--- config.mk ---
export PLATFORM = sky130hd
export DESIGN_NAME = match_event_logger
export DESIGN_NICKNAME = d
export VERILOG_FILES = /design/src/rtl/pattern_pkg.sv /design/src/rtl/event_fifo.sv /design/src/rtl/match_event_logger.sv
export SDC_FILE = /design/constraint.sdc
export NUM_CORES = 1
export LEC_CHECK = 0
export ABC_AREA = 1
export BUFFER_PORTS_ARGS = -buffer_cell sky130_fd_sc_hd__buf_2
export CAP_MARGIN = 30
export CORE_MARGIN = 2
export CORE_UTILIZATION = 50
export CTS_CLUSTER_SIZE = 30
export DETAILED_ROUTE_END_ITERATION = 6
export GPL_ROUTABILITY_DRIVEN = 1
export PLACE_DENSITY = 0.74
export SLEW_MARGIN = 40
export SYNTH_ARGS = -nofsm -noshare
export SYNTH_HDL_FRONTEND = slang
export SYNTH_SLANG_ARGS = --single-unit
--- constraint.sdc ---
create_clock -name clk -period 1.84 [get_ports clk]
set_input_delay 0.184 -clock clk [delete_from_list [all_inputs] [get_ports clk]]
set_output_delay 0.184 -clock clk [all_outputs]
set_load 0.01 [all_outputs]
--- src/rtl/pattern_pkg.sv ---
// Shared constants and types for the pattern detector and its event logger.
package pattern_pkg;

    // Default event FIFO depth, timestamp width and match counter width
    localparam int DEF_DEPTH = 4;
    localparam int DEF_TS_W  = 16;
    localparam int DEF_CNT_W = 8;

    // Pattern detector state encoding
    typedef enum logic [1:0] {
        DET_IDLE = 2'd0,
        DET_S1   = 2'd1,
        DET_S2   = 2'd2,
        DET_HIT  = 2'd3
    } det_state_t;

    // Occupancy counter width: must be able to represent DEPTH itself
    function automatic int level_w(input int depth);
        return $clog2(depth) + 1;
    endfunction

endpackage

--- src/rtl/event_fifo.sv ---
// First-word-fall-through FIFO. Occupancy is tracked explicitly and is the
// only source of full/empty, so the pointers can simply wrap modulo DEPTH.
module event_fifo
    import pattern_pkg::*;
#(
    parameter int DEPTH = DEF_DEPTH,
    parameter int WIDTH = DEF_TS_W
) (
    input  logic                       clk,
    input  logic                       reset_n,
    input  logic                       push,
    input  logic                       pop,
    input  logic [WIDTH-1:0]           wdata,
    output logic [WIDTH-1:0]           rdata,
    output logic                       valid,
    output logic [level_w(DEPTH)-1:0]  level,
    output logic                       full
);

    localparam int PW = $clog2(DEPTH);
    localparam int LW = level_w(DEPTH);

    logic [WIDTH-1:0] mem [DEPTH];
    logic [PW-1:0]    wr_ptr;
    logic [PW-1:0]    rd_ptr;
    logic [LW-1:0]    level_q;
    logic             empty;
    logic             do_push;
    logic             do_pop;

    assign empty = (level_q == '0);
    assign full  = (level_q == LW'(DEPTH));

    // A pop on an empty FIFO is ignored; a push while full is only taken
    // when the head leaves on the same edge.
    assign do_pop  = pop && !empty;
    assign do_push = push && (!full || do_pop);

    // Storage carries no reset: contents are meaningless while level is 0
    always_ff @(posedge clk) begin
        if (do_push)
            mem[wr_ptr] <= wdata;
    end

    // Pointers and occupancy
    always_ff @(posedge clk or negedge reset_n) begin
        if (!reset_n) begin
            wr_ptr  <= '0;
            rd_ptr  <= '0;
            level_q <= '0;
        end else begin
            if (do_push)
                wr_ptr <= wr_ptr + PW'(1);
            if (do_pop)
                rd_ptr <= rd_ptr + PW'(1);
            case ({do_push, do_pop})
                2'b10:   level_q <= level_q + LW'(1);
                2'b01:   level_q <= level_q - LW'(1);
                default: level_q <= level_q;
            endcase
        end
    end

    assign rdata = mem[rd_ptr];
    assign valid = !empty;
    assign level = level_q;

endmodule

--- src/rtl/match_event_logger.sv ---
// Timestamps each sampled match into an event FIFO, counts all matches with
// saturation and flags (sticky) any event dropped because the FIFO was full.
module match_event_logger
    import pattern_pkg::*;
#(
    parameter int DEPTH = DEF_DEPTH,
    parameter int TS_W  = DEF_TS_W,
    parameter int CNT_W = DEF_CNT_W
) (
    input  logic                       clk,
    input  logic                       reset_n,
    input  logic                       match_in,
    input  logic                       ev_ready,
    input  logic                       ov_clr,
    output logic                       ev_valid,
    output logic [TS_W-1:0]            ev_ts,
    output logic [level_w(DEPTH)-1:0]  ev_level,
    output logic                       overflow,
    output logic [CNT_W-1:0]           match_cnt
);

    logic [TS_W-1:0]  ts_q;
    logic [CNT_W-1:0] cnt_q;
    logic             ov_q;
    logic             full;
    logic             pop_fire;
    logic             drop;

    assign pop_fire = ev_valid && ev_ready;
    // Room is made on the same edge if the head is leaving
    assign drop     = match_in && full && !pop_fire;

    // Free-running timestamp; the pre-edge value stamps the event
    always_ff @(posedge clk or negedge reset_n) begin
        if (!reset_n)
            ts_q <= '0;
        else
            ts_q <= ts_q + TS_W'(1);
    end

    // Saturating count of every sampled match, dropped or not
    always_ff @(posedge clk or negedge reset_n) begin
        if (!reset_n)
            cnt_q <= '0;
        else if (match_in && (cnt_q != '1))
            cnt_q <= cnt_q + CNT_W'(1);
    end

    // Sticky overflow; a drop on the clearing edge keeps it set
    always_ff @(posedge clk or negedge reset_n) begin
        if (!reset_n)
            ov_q <= 1'b0;
        else if (drop)
            ov_q <= 1'b1;
        else if (ov_clr)
            ov_q <= 1'b0;
    end

    event_fifo #(
        .DEPTH (DEPTH),
        .WIDTH (TS_W)
    ) u_fifo (
        .clk     (clk),
        .reset_n (reset_n),
        .push    (match_in),
        .pop     (ev_ready),
        .wdata   (ts_q),
        .rdata   (ev_ts),
        .valid   (ev_valid),
        .level   (ev_level),
        .full    (full)
    );

    assign overflow  = ov_q;
    assign match_cnt = cnt_q;

endmodule
[After elaboration in Yosys (flattened, before gate mapping)]
Memory sizes are Yosys's and may differ from the RTL's.
Index checks and enable logic that the tools add are counted.
Operators by class
  add/subtract/negate cells: 6
  multiply operators: 0
  divide/modulo/power cells: 0
  magnitude comparators: 0
  equal/unequal tests: 4
  shift-type cells: 0
  muxes and demuxes: 5
  bitwise operators: 0
  reductions and logical operators: 12
Operators by type and width (count)
  adder 16 x 1 -> 16 bit (second input constant): 1
  adder 8 x 1 -> 8 bit (second input constant): 1
  inequality test 8 bit (second input constant): 1
  case mux 3 bit (2 select lines): 1
  logical AND 1 bit: 5
  adder 2 x 1 -> 2 bit (second input constant): 2
  two-way mux 1 bit: 4
  nonzero test 2 bit: 2
  adder 3 x 1 -> 3 bit (second input constant): 1
  == test 3 bit (second input constant): 1
  zero test 1 bit: 3
  zero test 3 bit: 1
  subtractor 3 x 1 -> 3 bit (second input constant): 1
  == test 2 x 1 -> 1 bit (second input constant): 1
  == test 2 bit (second input constant): 1
  logical OR 1 bit: 1
Word-level totals
  register bits after elaboration: 32
  latch bits: 0
  RAM bits: 64
  memory bits (read-only): 0
  bits of input ports: 5
  logic and storage cells: 34
  memories kept: 1
Memory list
  u_fifo.mem: depth 4, width 16, read ports 1, clocked after memory_dff 0, write ports 1, line event_fifo.sv:23  | logic [WIDTH-1:0] mem [DEPTH];

[Longest topological paths before layout]
  depth in word-level cells: 7
  gate-level depth with buffers: 11

[Modules after synthesis]
A second synthesis with hierarchy kept.
Unflattened totals
  cell total of the unflattened synthesis: 365
  area, all modules: 4135.2 um2
Modules (own cells, without submodules)
  event_fifo: times used 1, cells an instance 209, area an instance 2855.2 um2, seq. area each 2097.0 um2
  match_event_logger: times used 1, cells an instance 156, area an instance 1280.0 um2, seq. area each 625.6 um2

[Least setup slack after synthesis]
Ideal clock, no wire load.
  path type: register to register
  from: register u_fifo.level_q[0] (netlist: u_fifo.level[0])
  to: register u_fifo.level_q[2] (netlist: u_fifo.level[2])
  library setup time: 79 ps
  arrival: 1915 ps
  data required time: 1761 ps
  slack: -155 ps
  stages on the path, launching flop included: 12
  buffers on the path: 0
  period minus slack after synthesis: 1995 ps
  cell sequence: dfrtp_1 -> inv_2 -> nand2_1 -> nor2_1 -> nand2_1 -> nand2_2 -> ha_1 -> inv_1 -> fa_1 -> or2_2 -> nand2_1 -> xor2_1
Between the ends
  longest elaborated chain between the ends: 7
  elaborated cells between the ends (all ways): 13
  those cells by class: 2 x add/sub; 3 x eq/ne; 1 x mux; 7 x reduce/logical
Ends and longest elaborated chain
  start: declaration: line event_fifo.sv:26  | logic [LW-1:0] level_q;
  start signal: assignment: line event_fifo.sv:57  | 2'b10: level_q <= level_q + LW'(1);
  start signal: assignment: line event_fifo.sv:58  | 2'b01: level_q <= level_q - LW'(1);
  start signal: assignment: line event_fifo.sv:59  | default: level_q <= level_q;
  zero test 3 bit: line event_fifo.sv:31  | assign empty = (level_q == '0);
  zero test 1 bit: line event_fifo.sv:36  | assign do_pop = pop && !empty;
  logical AND 1 bit: line event_fifo.sv:36
  logical OR 1 bit: line event_fifo.sv:37  | assign do_push = push && (!full || do_pop);
  logical AND 1 bit: line event_fifo.sv:37
  == test 2 x 1 -> 1 bit or == test 2 bit (tied branches): line event_fifo.sv:56  | case ({do_push, do_pop})
  case mux 3 bit (2 select lines) or nonzero test 2 bit (tied branches)
Parallel ways exist; a longest one is shown, timed or not.
A chain may end at the register's enable or synchronous reset.

[Worst setup path after layout]
  from: register u_fifo.level_q[0] (netlist: u_fifo.level[0])
  to: register u_fifo.level_q[2] (netlist: u_fifo.level[2])
Between the ends
  longest elaborated chain between the ends: 7
  elaborated cells between the ends (all ways): 13
  those cells by class: 2 x add/sub; 3 x eq/ne; 1 x mux; 7 x reduce/logical
Ends and longest elaborated chain
  zero test 3 bit *: line event_fifo.sv:31
  zero test 1 bit *
  logical AND 1 bit *
  via pop_fire: line match_event_logger.sv:26  | logic pop_fire;
  logical OR 1 bit: line event_fifo.sv:37
  logical AND 1 bit: line event_fifo.sv:37
  == test 2 x 1 -> 1 bit or == test 2 bit (tied branches): line event_fifo.sv:56
  case mux 3 bit (2 select lines) or nonzero test 2 bit (tied branches)
Mark *: on every way through the listed nets, which the timed path passes. The rest lies on a longest branch.

==> metrics.md <==
| Metric | Value |
|---|---|
| Status | `finished with violations` |
| Violated checks | `setup timing` |
| Port Buf Inserts | `33` |
| # DRC | `0` |
| Class of the worst hold path | `in2reg` |
| Final HPWL DP | `just under 5000 um` |
| Post-route clock period utilization | `102%` |
| Fill cells | `631` |
| Largest net degree at the start of global routing | `33` |
| Max-cap violations | `0` |
| First-pass DRT Iterations | `4` |
| Inserted Clock Buffers | `9` |
| Total grt overflow | `0` |
| WL final | `7870 um` |
| Final Wtd Congestion | `0.736` |
| Distinct cells, synth | `26` |
| Netlist Area Pre-Place | `4050 um2` |
| Total power | `between 6 and 7 mW` |
| R2r startpoint | `u_fifo.level[0]$_DFFE_PN0P_` |
| Total track usage | `approximately a fifth` |
| Final Hold Vio Count | `0` |
| Layout cell share with drive strength beyond 1 | `25.2%` |
| CTS tree | `yes` |
| Mux share of post-synthesis cell area | `0%` |
| Vias per cell | `5.12` |
| Number of global-route vias before repair | `2605` |
| R2R Path End | `u_fifo.level[2]$_DFFE_PN0P_` |
| Post-Synth Adder-Cell Area | `under 10%` |
| Clock Pin Slew Worst Setup and Hold Paths | `0.10 ns` |
| Crit Path Class | `reg2reg` |
| CTS H-tree lvls | `3` |
| Worst Hold Launch | `ov_clr` |
| Startpoint types | `register` |
| Root Buffer | `clkbuf_8` |
| Core area | `7810 um2` |
| Worst reg2reg setup slack | `-0.04 ns` |
| Initial antenna violation count | `0` |
| Yosys reg bits | `96` |
| Fin util | `slightly above 60%` |
| Slew headroom | `72.2%` |
| Cell with the most instances after synthesis | `nand2_1` |
| Die X | `between 90 and 100 um` |
| Post-synth EDFFs | `64` |
| Syn Area/Cell | `11.3 um2` |
| Num rows | `32` |
| Hold path cells | `2` |
| Hold_ws | `~0.023 ns` |
| Synth area leader | `edfxtp_1` |
| Synth Instances | `roughly 360` |
| Register area share after synthesis | `67.2%` |
| RSZ-0062 raised after global routing | `yes` |
| Latest clock arrival within the worst-skew pair | `~0.37 ns` |
| Top cell type's share of synthesized area | `47.5%` |
| I/O pin count | `34` |
| Hold Crit Endpoint | `overflow$_DFFE_PN0P_` |
| DR vias | `2718` |
| ANT cells | `0` |
| DR iter-0 viols | `roughly 150` |
| Max Fanout on Critical Path | `3` |
| Initial core utilization | `just over 50%` |
| Fin Clk Skew | `0.0139 ns` |
| VDD IR max | `690 uV` |
| Max-slew violations | `0` |
| First-pass GRT wire length | `about 13000 um` |
| Clk sink count | `96` |
| Setup ws final | `-0.0370 ns` |
| Commonest cells in the netlist | `nand2_1, edfxtp_1, nor2_1` |
| CTS Buffer Depth | `2` |
| Area Growth Syn to Fin | `19.5%` |
| Antenna Nets Post-Route | `0` |
| Synth Flop Type | `edfxtp_1` |
| Fin nets | `437` |
| Final Critical Period | `1.88 ns` |
| Post-synthesis compound-gate area fraction | `roughly 7.3%` |
| Syn. warnings | `0` |
| Die H | `approximately 94 um` |
| Synth top area cells | `edfxtp_1, dfrtp_1, nand2_1` |
| DR WL/cell | `14.8 um` |
| Ys async rst share | `33.3%` |
| Net Count, Synth | `371` |
| Static Leak | `1.98 nW` |
| Synth Area in Simple Gates | `~16%` |
| Final setup fails | `2` |
| CP arrival | `2.17 ns` |
| Die area | `slightly below 9000 um2` |
| Xor-xnor portion of the synthesized cell area | `between 3 and 4%` |
| Reg2reg path depth | `11` |
| Largest family of logic cells by synthesized area | `simple AND/OR/NAND/NOR gates` |
| Critical Path RT | `2.13 ns` |
| Power density cells | `about 1400 nW/um2` |
| Crit. End Element | `register` |
| Post-place instance area | `4500 um2` |
| Worst-Margin Slew | `0.417 ns` |
| Fmax | `around 530 MHz` |
| Final Instance Area | `4840 um2` |
-- critical path, stage by stage, from the launching register on --
cell,delay (ns)
dfrtp_1,0.37
buf_4,0.13
nor2_1,0.04
nand2_1,0.11
nand2_2,0.09
inv_2,0.08
ha_4,0.13
inv_2,0.04
fa_2,0.37
or2_4,0.24
nand2_2,0.06
xor2_1,0.14
-- logic make-up after synthesis --
kind of cell,Yosys count
flops,96
compound gates,55
simple gates,145
fa+ha+maj,8
buf+inv,39
xor+xnor,15
-- where the power goes --
part           internal (mW)  switching, mW
sequential              2.69          0.191
clock                  0.533          0.821
combinational           1.07           1.43
total                   4.29           2.44
-- state kept, by name (all words and copies together), names as in the netlist --
signal,count
match_cnt,8
ts_q,16
u_fifo.level,3
u_fifo.mem,64
u_fifo.wr_ptr,2
overflow,1
u_fifo.rd_ptr,2
-- repair_timing --
action	in CTS	in global routing
setup endpoints to repair	1	8
setup buffers	9	1
hold endpoints to repair	32	0
gates resized for setup	6	10
pin swaps	6	0
hold buffers	1	0
-- placed cells by master (no fill, tap or decap), drive strengths merged --
master,netlist,layout
dlygate4sd3,0,1
buf,8,62
clkbuf,0,9
and2,1,1
nand2,72,72
nand3b,1,1
or2,1,1
fa,1,1
dfrtp,32,32
nand3,11,11
edfxtp,64,64
a21oi,2,2
nor2,54,54
xnor2,9,9
xor2,6,6
nor3,1,1
o21ai,36,36
clkinv,0,2
nand4,4,4
o22ai,17,17
clkinvlp,0,2
ha,7,7
inv,31,34
-- worst max path at each step --
stage | slack, ns | to | from | depth (start not counted)
after global placement | -0.009 | u_fifo.level[2]$_DFFE_PN0P_ | u_fifo.level[0]$_DFFE_PN0P_ | 11
after CTS | -0.008 | u_fifo.level[2]$_DFFE_PN0P_ | u_fifo.level[1]$_DFFE_PN0P_ | 11
final | -0.04 | u_fifo.level[2]$_DFFE_PN0P_ | u_fifo.level[0]$_DFFE_PN0P_ | 11
after floorplan | -0.1 | u_fifo.level[2]$_DFFE_PN0P_ | u_fifo.level[0]$_DFFE_PN0P_ | 11
after detailed placement | -0.09 | u_fifo.level[2]$_DFFE_PN0P_ | u_fifo.level[0]$_DFFE_PN0P_ | 11
after global routing | -0.12 | u_fifo.level[2]$_DFFE_PN0P_ | u_fifo.level[0]$_DFFE_PN0P_ | 11
-- per-layer routing --
layer | vias up | routed length (um) | global-route usage, % | share of wire (%)
met3 | 9 | 385 | 4.57 | 4.9
li1 | 1351 | - | - | -
met2 | 70 | 3900 | 31.8 | 50
met1 | 1288 | 3500 | 24.1 | 44
met5 | - | 0 | 0 | 0
met4 | 0 | 89 | 7.85 | 1.1
-- cell type report --
cell class	instances	area, um2	share of cell area, %
well taps	102	128	2.64
flip-flops and latches	96	2720	56.2
repair buffers	63	453	9.36
multi-input cells	223	1220	25.2
inverters	31	121	2.51
clock buffers	9	124	2.56
clock inverters	7	73.8	1.52
-- stage by stage --
step	TNS, ns	cells	worst slack (ns)
after floorplan	-3.09	358	-0.0966
after global placement	-0.00912	504	-0.00912
after detailed placement	-0.0910	504	-0.0910
after CTS	-0.00793	530	-0.00793
after global routing	-0.230	531	-0.122
final	-0.0576	531	-0.0370
No activity file was read; power rests on OpenSTA's default activity.
